`config.mk`:
```
export PLATFORM = sky130hd
export DESIGN_NAME = imem_boot_loader
export DESIGN_NICKNAME = d
export VERILOG_FILES = /design/src/rtl/imem_boot_loader.sv
export SDC_FILE = /design/constraint.sdc
export NUM_CORES = 1
export LEC_CHECK = 0
export CORE_ASPECT_RATIO = 1.4
export CORE_MARGIN = 10
export CORE_UTILIZATION = 60
export DETAILED_ROUTE_END_ITERATION = 16
export GPL_TIMING_DRIVEN = 1
export HOLD_SLACK_MARGIN = 0.15
export PLACE_DENSITY = 0.92
export SYNTH_ARGS = -nofsm -noshare
export SYNTH_HDL_FRONTEND = slang
export SYNTH_SLANG_ARGS = --single-unit
```
`constraint.sdc`:
```
create_clock -name clk -period 6.92 [get_ports clk]
set_input_delay 1.384 -clock clk [delete_from_list [all_inputs] [get_ports clk]]
set_output_delay 1.384 -clock clk [all_outputs]
set_load 0.01 [all_outputs]
```
`src/rtl/imem_boot_loader.sv`:
```
// -----------------------------------------------------------------------------
// imem_boot_loader
//
// Decides who owns the instruction memory: the CPU fetch stage or a UART program
// loader. Two commands are recognised in the received byte stream:
//   CMD_LOAD, ADDR_H, ADDR_L, CNT_H, CNT_L, {DATA_H, DATA_L} x CNT
//     Writes CNT 16-bit words into instruction memory starting at ADDR, then
//     restarts the CPU at ADDR.
//   CMD_RUN, n
//     Restarts the CPU at n*BANK_STRIDE (n in 1..9) without writing memory.
// The CPU is stalled for the whole command. If the line goes quiet in the
// middle of a command for TIMEOUT cycles, the command is abandoned and err is
// raised. err stays set until the next accepted command byte.
//
// Ports
//   clk         system clock, rising edge
//   reset       asynchronous, active-low reset
//   rx_valid    one-cycle strobe; rx_data holds a received byte
//   rx_data     received byte
//   fetch_pc    CPU fetch PC; drives imem_addr when no load is in progress
//   imem_addr   instruction memory address (combinational)
//   imem_we     one-cycle write enable
//   imem_wdata  write data
//   cpu_stall   freezes PC/pipeline while high
//   pc_load     one-cycle pulse: CPU loads PC from pc_value
//   pc_value    restart PC, zero-extended from ADDR_W
//   err         sticky: timeout or bad bank number
// -----------------------------------------------------------------------------
module imem_boot_loader #(
    parameter int         ADDR_W      = 12,
    parameter int         TIMEOUT     = 50000,
    parameter logic [7:0] CMD_LOAD    = 8'hA5,
    parameter logic [7:0] CMD_RUN     = 8'h5A,
    parameter int         BANK_STRIDE = 100
) (
    input  logic              clk,
    input  logic              reset,
    input  logic              rx_valid,
    input  logic [7:0]        rx_data,
    input  logic [15:0]       fetch_pc,
    output logic [ADDR_W-1:0] imem_addr,
    output logic              imem_we,
    output logic [15:0]       imem_wdata,
    output logic              cpu_stall,
    output logic              pc_load,
    output logic [15:0]       pc_value,
    output logic              err
);

    localparam int CNT_W = $clog2(TIMEOUT + 1);

    typedef enum logic [3:0] {
        IDLE,
        ADDR_H,
        ADDR_L,
        CNT_H,
        CNT_L,
        DATA_H,
        DATA_L,
        WRITE,
        BANK,
        START
    } state_t;

    state_t             state_q, state_d;
    logic [7:0]         byte_hi_q;
    logic [ADDR_W-1:0]  start_addr_q;
    logic [ADDR_W-1:0]  load_ptr_q;
    logic [15:0]        count_q;
    logic [CNT_W-1:0]   idle_cnt_q;
    logic               imem_we_q;
    logic [15:0]        imem_wdata_q;
    logic               cpu_stall_q;
    logic               pc_load_q;
    logic [15:0]        pc_value_q;
    logic               err_q;

    logic [15:0]        rx_word;
    logic [15:0]        bank_prod;
    logic [ADDR_W-1:0]  bank_addr;
    logic               bank_ok;
    logic               counting;
    logic               timeout_hit;

    // High byte captured previously, joined with the byte arriving now.
    assign rx_word   = {byte_hi_q, rx_data};
    assign bank_prod = 16'(rx_data) * 16'(BANK_STRIDE);
    assign bank_addr = bank_prod[ADDR_W-1:0];
    assign bank_ok   = (rx_data >= 8'd1) && (rx_data <= 8'd9);

    // The quiet-line counter only runs while waiting for a byte of a command.
    assign counting    = (state_q != IDLE) && (state_q != WRITE) && (state_q != START);
    assign timeout_hit = counting && !rx_valid && (idle_cnt_q == CNT_W'(TIMEOUT - 1));

    // NOTE: every combinational output gets a default before the case so no
    // path leaves it unassigned, which would otherwise infer a latch.
    always_comb begin
        state_d = state_q;
        if (timeout_hit) begin
            state_d = IDLE;
        end else begin
            unique case (state_q)
                IDLE: begin
                    if (rx_valid && rx_data == CMD_LOAD) state_d = ADDR_H;
                    else if (rx_valid && rx_data == CMD_RUN) state_d = BANK;
                end
                ADDR_H: if (rx_valid) state_d = ADDR_L;
                ADDR_L: if (rx_valid) state_d = CNT_H;
                CNT_H:  if (rx_valid) state_d = CNT_L;
                CNT_L:  if (rx_valid) state_d = (rx_word == 16'd0) ? START : DATA_H;
                DATA_H: if (rx_valid) state_d = DATA_L;
                DATA_L: if (rx_valid) state_d = WRITE;
                WRITE: begin
                    // A byte landing during the write is the next high byte.
                    if (count_q == 16'd1) state_d = START;
                    else                  state_d = rx_valid ? DATA_L : DATA_H;
                end
                BANK:   if (rx_valid) state_d = bank_ok ? START : IDLE;
                START:  state_d = IDLE;
                default: state_d = IDLE;
            endcase
        end
    end

    // NOTE: sequential state uses non-blocking assignments so every register
    // samples the pre-edge values, independent of statement order.
    always_ff @(posedge clk or negedge reset) begin
        if (!reset) begin
            state_q      <= IDLE;
            byte_hi_q    <= '0;
            start_addr_q <= '0;
            load_ptr_q   <= '0;
            count_q      <= '0;
            idle_cnt_q   <= '0;
            imem_we_q    <= 1'b0;
            imem_wdata_q <= '0;
            cpu_stall_q  <= 1'b0;
            pc_load_q    <= 1'b0;
            pc_value_q   <= '0;
            err_q        <= 1'b0;
        end else begin
            state_q     <= state_d;
            imem_we_q   <= 1'b0;
            pc_load_q   <= 1'b0;
            cpu_stall_q <= (state_d != IDLE);

            if (rx_valid || !counting) idle_cnt_q <= '0;
            else                       idle_cnt_q <= idle_cnt_q + 1'b1;

            if (timeout_hit) begin
                err_q <= 1'b1;
            end else begin
                unique case (state_q)
                    IDLE: begin
                        if (rx_valid && (rx_data == CMD_LOAD || rx_data == CMD_RUN))
                            err_q <= 1'b0;
                    end
                    ADDR_H, CNT_H, DATA_H: begin
                        if (rx_valid) byte_hi_q <= rx_data;
                    end
                    ADDR_L: begin
                        if (rx_valid) begin
                            start_addr_q <= rx_word[ADDR_W-1:0];
                            load_ptr_q   <= rx_word[ADDR_W-1:0];
                        end
                    end
                    CNT_L: begin
                        if (rx_valid) begin
                            count_q <= rx_word;
                            if (rx_word == 16'd0) begin
                                pc_load_q  <= 1'b1;
                                pc_value_q <= 16'(start_addr_q);
                            end
                        end
                    end
                    DATA_L: begin
                        if (rx_valid) begin
                            imem_we_q    <= 1'b1;
                            imem_wdata_q <= rx_word;
                        end
                    end
                    WRITE: begin
                        load_ptr_q <= load_ptr_q + 1'b1;
                        count_q    <= count_q - 16'd1;
                        if (rx_valid) byte_hi_q <= rx_data;
                        if (count_q == 16'd1) begin
                            pc_load_q  <= 1'b1;
                            pc_value_q <= 16'(start_addr_q);
                        end
                    end
                    BANK: begin
                        if (rx_valid) begin
                            if (bank_ok) begin
                                start_addr_q <= bank_addr;
                                pc_load_q    <= 1'b1;
                                pc_value_q   <= 16'(bank_addr);
                            end else begin
                                err_q <= 1'b1;
                            end
                        end
                    end
                    default: ;
                endcase
            end
        end
    end

    assign imem_addr  = (state_q == DATA_H || state_q == DATA_L || state_q == WRITE)
                        ? load_ptr_q : fetch_pc[ADDR_W-1:0];
    assign imem_we    = imem_we_q;
    assign imem_wdata = imem_wdata_q;
    assign cpu_stall  = cpu_stall_q;
    assign pc_load    = pc_load_q;
    assign pc_value   = pc_value_q;
    assign err        = err_q;

endmodule

```
==> key figures <==
Status
  – Outcome: completed

Floorplanning
  – Core area: 0.00908 mm^2
  – DIE HEIGHT: 134 um
  – # IOs: 75
  – DIE AREA: 0.0137 mm^2
  – Initial Util: 0.618
  – Die width: 102 um
  – # rows: 41

Timing
  – RSZ-0062 raised after global routing: false
  – Count of pins over their slew limit: 0
  – Final Cycle Share: 0.671
  – Worst Tran Pin Value: 1140 ps
  – Max Freq: 215 MHz
  – Post-layout min period: 4640 ps
  – Hold Fails Final Rpt: 0
  – Fin Setup TNS: 0 ps
  – Final setup viols: 0
  – Max_slew headroom: 0.234
  – Setup ws final: 2280 ps
  – Skew final: 8.06 ps
  – Fin Hold WS: 462 ps

Worst setup path
  – FF-to-FF setup slack: 3990 ps
  – Critical path arrival: 4910 ps
  – R2r endpoint: cpu_stall
  – Critical Path Start Type: primary input
  – R2R depth: 6
  – Critical R2R Launch: state_q[3]
  – Critical Path End Type: register
  – Setup CP Type: primary input to register
  – CP Max Fanout: 7
  – WP data required: 7190 ps

Placement
  – GPL Wtd Cong: 0.917
  – Worst slack, placed: 2100 ps
  – Post-Place Cells: 772
  – HPWL after detailed placement: 10500 um
  – Buffers added on ports: 66

Logic synthesis
  – YS warnings: 0
  – Top-area cell type share of the netlist area: 0.446
  – Synth top area cells: dfrtp_1 45%, ha_1 7.4%, o21ai_0 5.3%
  – #FFs+latches synth: 100
  – EDFF count, synth: 0
  – Cells after synthesis: 628
  – Avg Cell Area, Syn: 8.93 um^2
  – Main flop type after synthesis: dfrtp_1
  – Area leader, netlist: dfrtp_1
  – Post-synthesis cell type count: 58
  – Mapped Area: 0.00561 mm^2
  – Synth async-reset ratio: 1.00
  – Sequential cell area fraction in the yosys report: 0.446

Clocking
  – Number of setup buffers added after CTS: 0
  – CTS Buffer Depth: 2
  – CTS Sinks: 100
  – PostCTS Resize Cnt: 0
  – Clk Latency, worst-skew pair: 350 ps
  – Clk root buf: clkbuf_16
  – Hold buffers post-CTS: 0
  – CTS tree: yes
  – Reg clk slew, reported paths: 60 ps
  – CTS H-tree depth: 3
  – Inserted Clock Buffers: 9

Final layout
  – Final Core Density: 0.726
  – Filler cell count in the final layout: 628
  – Area of all sequential standard cells: 0.00250 mm^2
  – Fin cells: 788
  – Share of post-route cells with drive strength above 1: 0.0573
  – Fin nets: 739
  – Layout area overhead: 17.4%
  – Diode count: 0
  – Multi-input logic area: 0.00287 mm^2

GRT
  – GRT Util Overall: 0.224
  – GR Util met3: 0.0550
  – Global-route wire length before repair: 24600 um
  – Largest net degree at the start of global routing: 55
  – Layer with the highest usage: met2
  – Vias in the first global route: 5095
  – Grt ovf: 0
  – Initial antenna violation count: 0
  – Met1 usage: 0.246
  – Met2 usage: 0.383

Detailed routing
  – Routed vias: 5069
  – Routed Antenna Nets: 0
  – Pre-antenna DRT Iters: 6
  – Wire per inst: 19.1 um
  – Number of vias per cell: 6.43
  – DRC viols: 0
  – Final wirelength: 15000 um
  – Initial DRC count: 542

Min path
  – Hold EP: idle_cnt_q[0]
  – Hold Crit Depth: 1
  – Hold Path Origin: idle_cnt_q[0]
  – HP Class: register to register

Power
  – PD cells: 370 mW/mm^2
  – Pleak: 2.89 nW
  – VDD IR-drop max: 0.236 mV

Run
  – Max_cap viols: 0
report_power, final:
group	internal [W]	switching, W
sequential	0.000799	0.000219
clock	0.000292	0.000225
combinational	0.000426	0.000479
total	0.00152	0.000924
synth_stat cells (5+ instances only):
master    count
a211oi_1      5
a21oi_1      55
a221oi_1      6
a31oi_1       5
and3_1        8
clkbuf_1     25
dfrtp_1     100
ha_1         33
inv_1        26
mux2_2       13
nand2_1      77
nand3_1      18
nor2_1       74
nor3_1       11
nor4_1        6
o21ai_0      59
or3_1         8
xnor2_1      13
xor2_1        9
stage by stage:
step,area [um^2],power (W)
after floorplan,5620,0.00152
after detailed placement,6280,0.00191
final,6590,0.00244
after global placement,6280,0.00185
after CTS,6590,0.00243
after global routing,6590,0.00259
flip-flops by register name, indices dropped and copies added (netlist names):
register      count
byte_hi_q         8
count_q          16
cpu_stall         1
err               1
idle_cnt_q       16
imem_wdata       16
imem_we           1
load_ptr_q       12
pc_load           1
pc_value         12
start_addr_q     12
state_q           4
kinds of logic after synthesis:
family	Yosys count	synth area share
multiplexers	13	0.0261
other	1	0.000668
XOR/XNOR	22	0.0343
AO/OA/AOI/OAI	164	0.173
buffers and inverters	62	0.0450
AND/OR/NAND/NOR	230	0.191
adder cells (fa/ha/maj)	36	0.0843
flip-flops	100	0.446
critical path: stages:
cell             delay (ps)
clkdlybuf4s50_1         660
inv_1                   230
ha_1                    340
ha_1                    310
fa_1                    500
ha_1                    380
o21ai_0                 290
o21bai_1                140
a21oi_1                 230
xnor2_1                 140
nand2_1                  90
a31oi_1                 210
worst max-delay path by stage:
stage / from / to / slack (ps) / depth (start not counted)
finish: rx_data[2] / start_addr_q[11] / 2280 / 12
detailed placement: rx_data[2] / start_addr_q[11] / 2100 / 12
CTS: rx_data[2] / start_addr_q[11] / 2340 / 12
global placement: rx_data[2] / start_addr_q[11] / 2220 / 12
global route: rx_data[2] / start_addr_q[11] / 2100 / 12
floorplan: rx_data[2] / start_addr_q[11] / 3170 / 11
metal layers:
metal / vias to the layer above / wire (um) / share of wire
met3: 63 / 1110 / 0.074
met5: - / 0 / 0
li1: 2300 / - / -
met1: 2438 / 5410 / 0.36
met4: 0 / 674 / 0.045
met2: 268 / 7840 / 0.52
placed cells by master, fill, tap and decap left out, types with 9 or more instances in the layout:
cell	netlist	final
dfrtp_1	100	100
nand2_1	77	77
nor2_1	74	74
clkdlybuf4s50_1	0	65
o21ai_0	59	59
a21oi_1	55	55
ha_1	33	33
inv_1	26	26
nand3_1	18	18
xnor2_1	13	13
mux2_2	13	13
nor3_1	11	11
xor2_1	9	9
clkbuf_16	0	9
layout make-up:
class	instances	area share
tap	107	0.0203
clock buffer	11	0.0368
sequential	100	0.380
multi-input combinational	469	0.435
timing repair buffer	69	0.103
inverter	27	0.0154
clock inverter	5	0.00912
No activity file was read; power rests on OpenSTA's default activity.
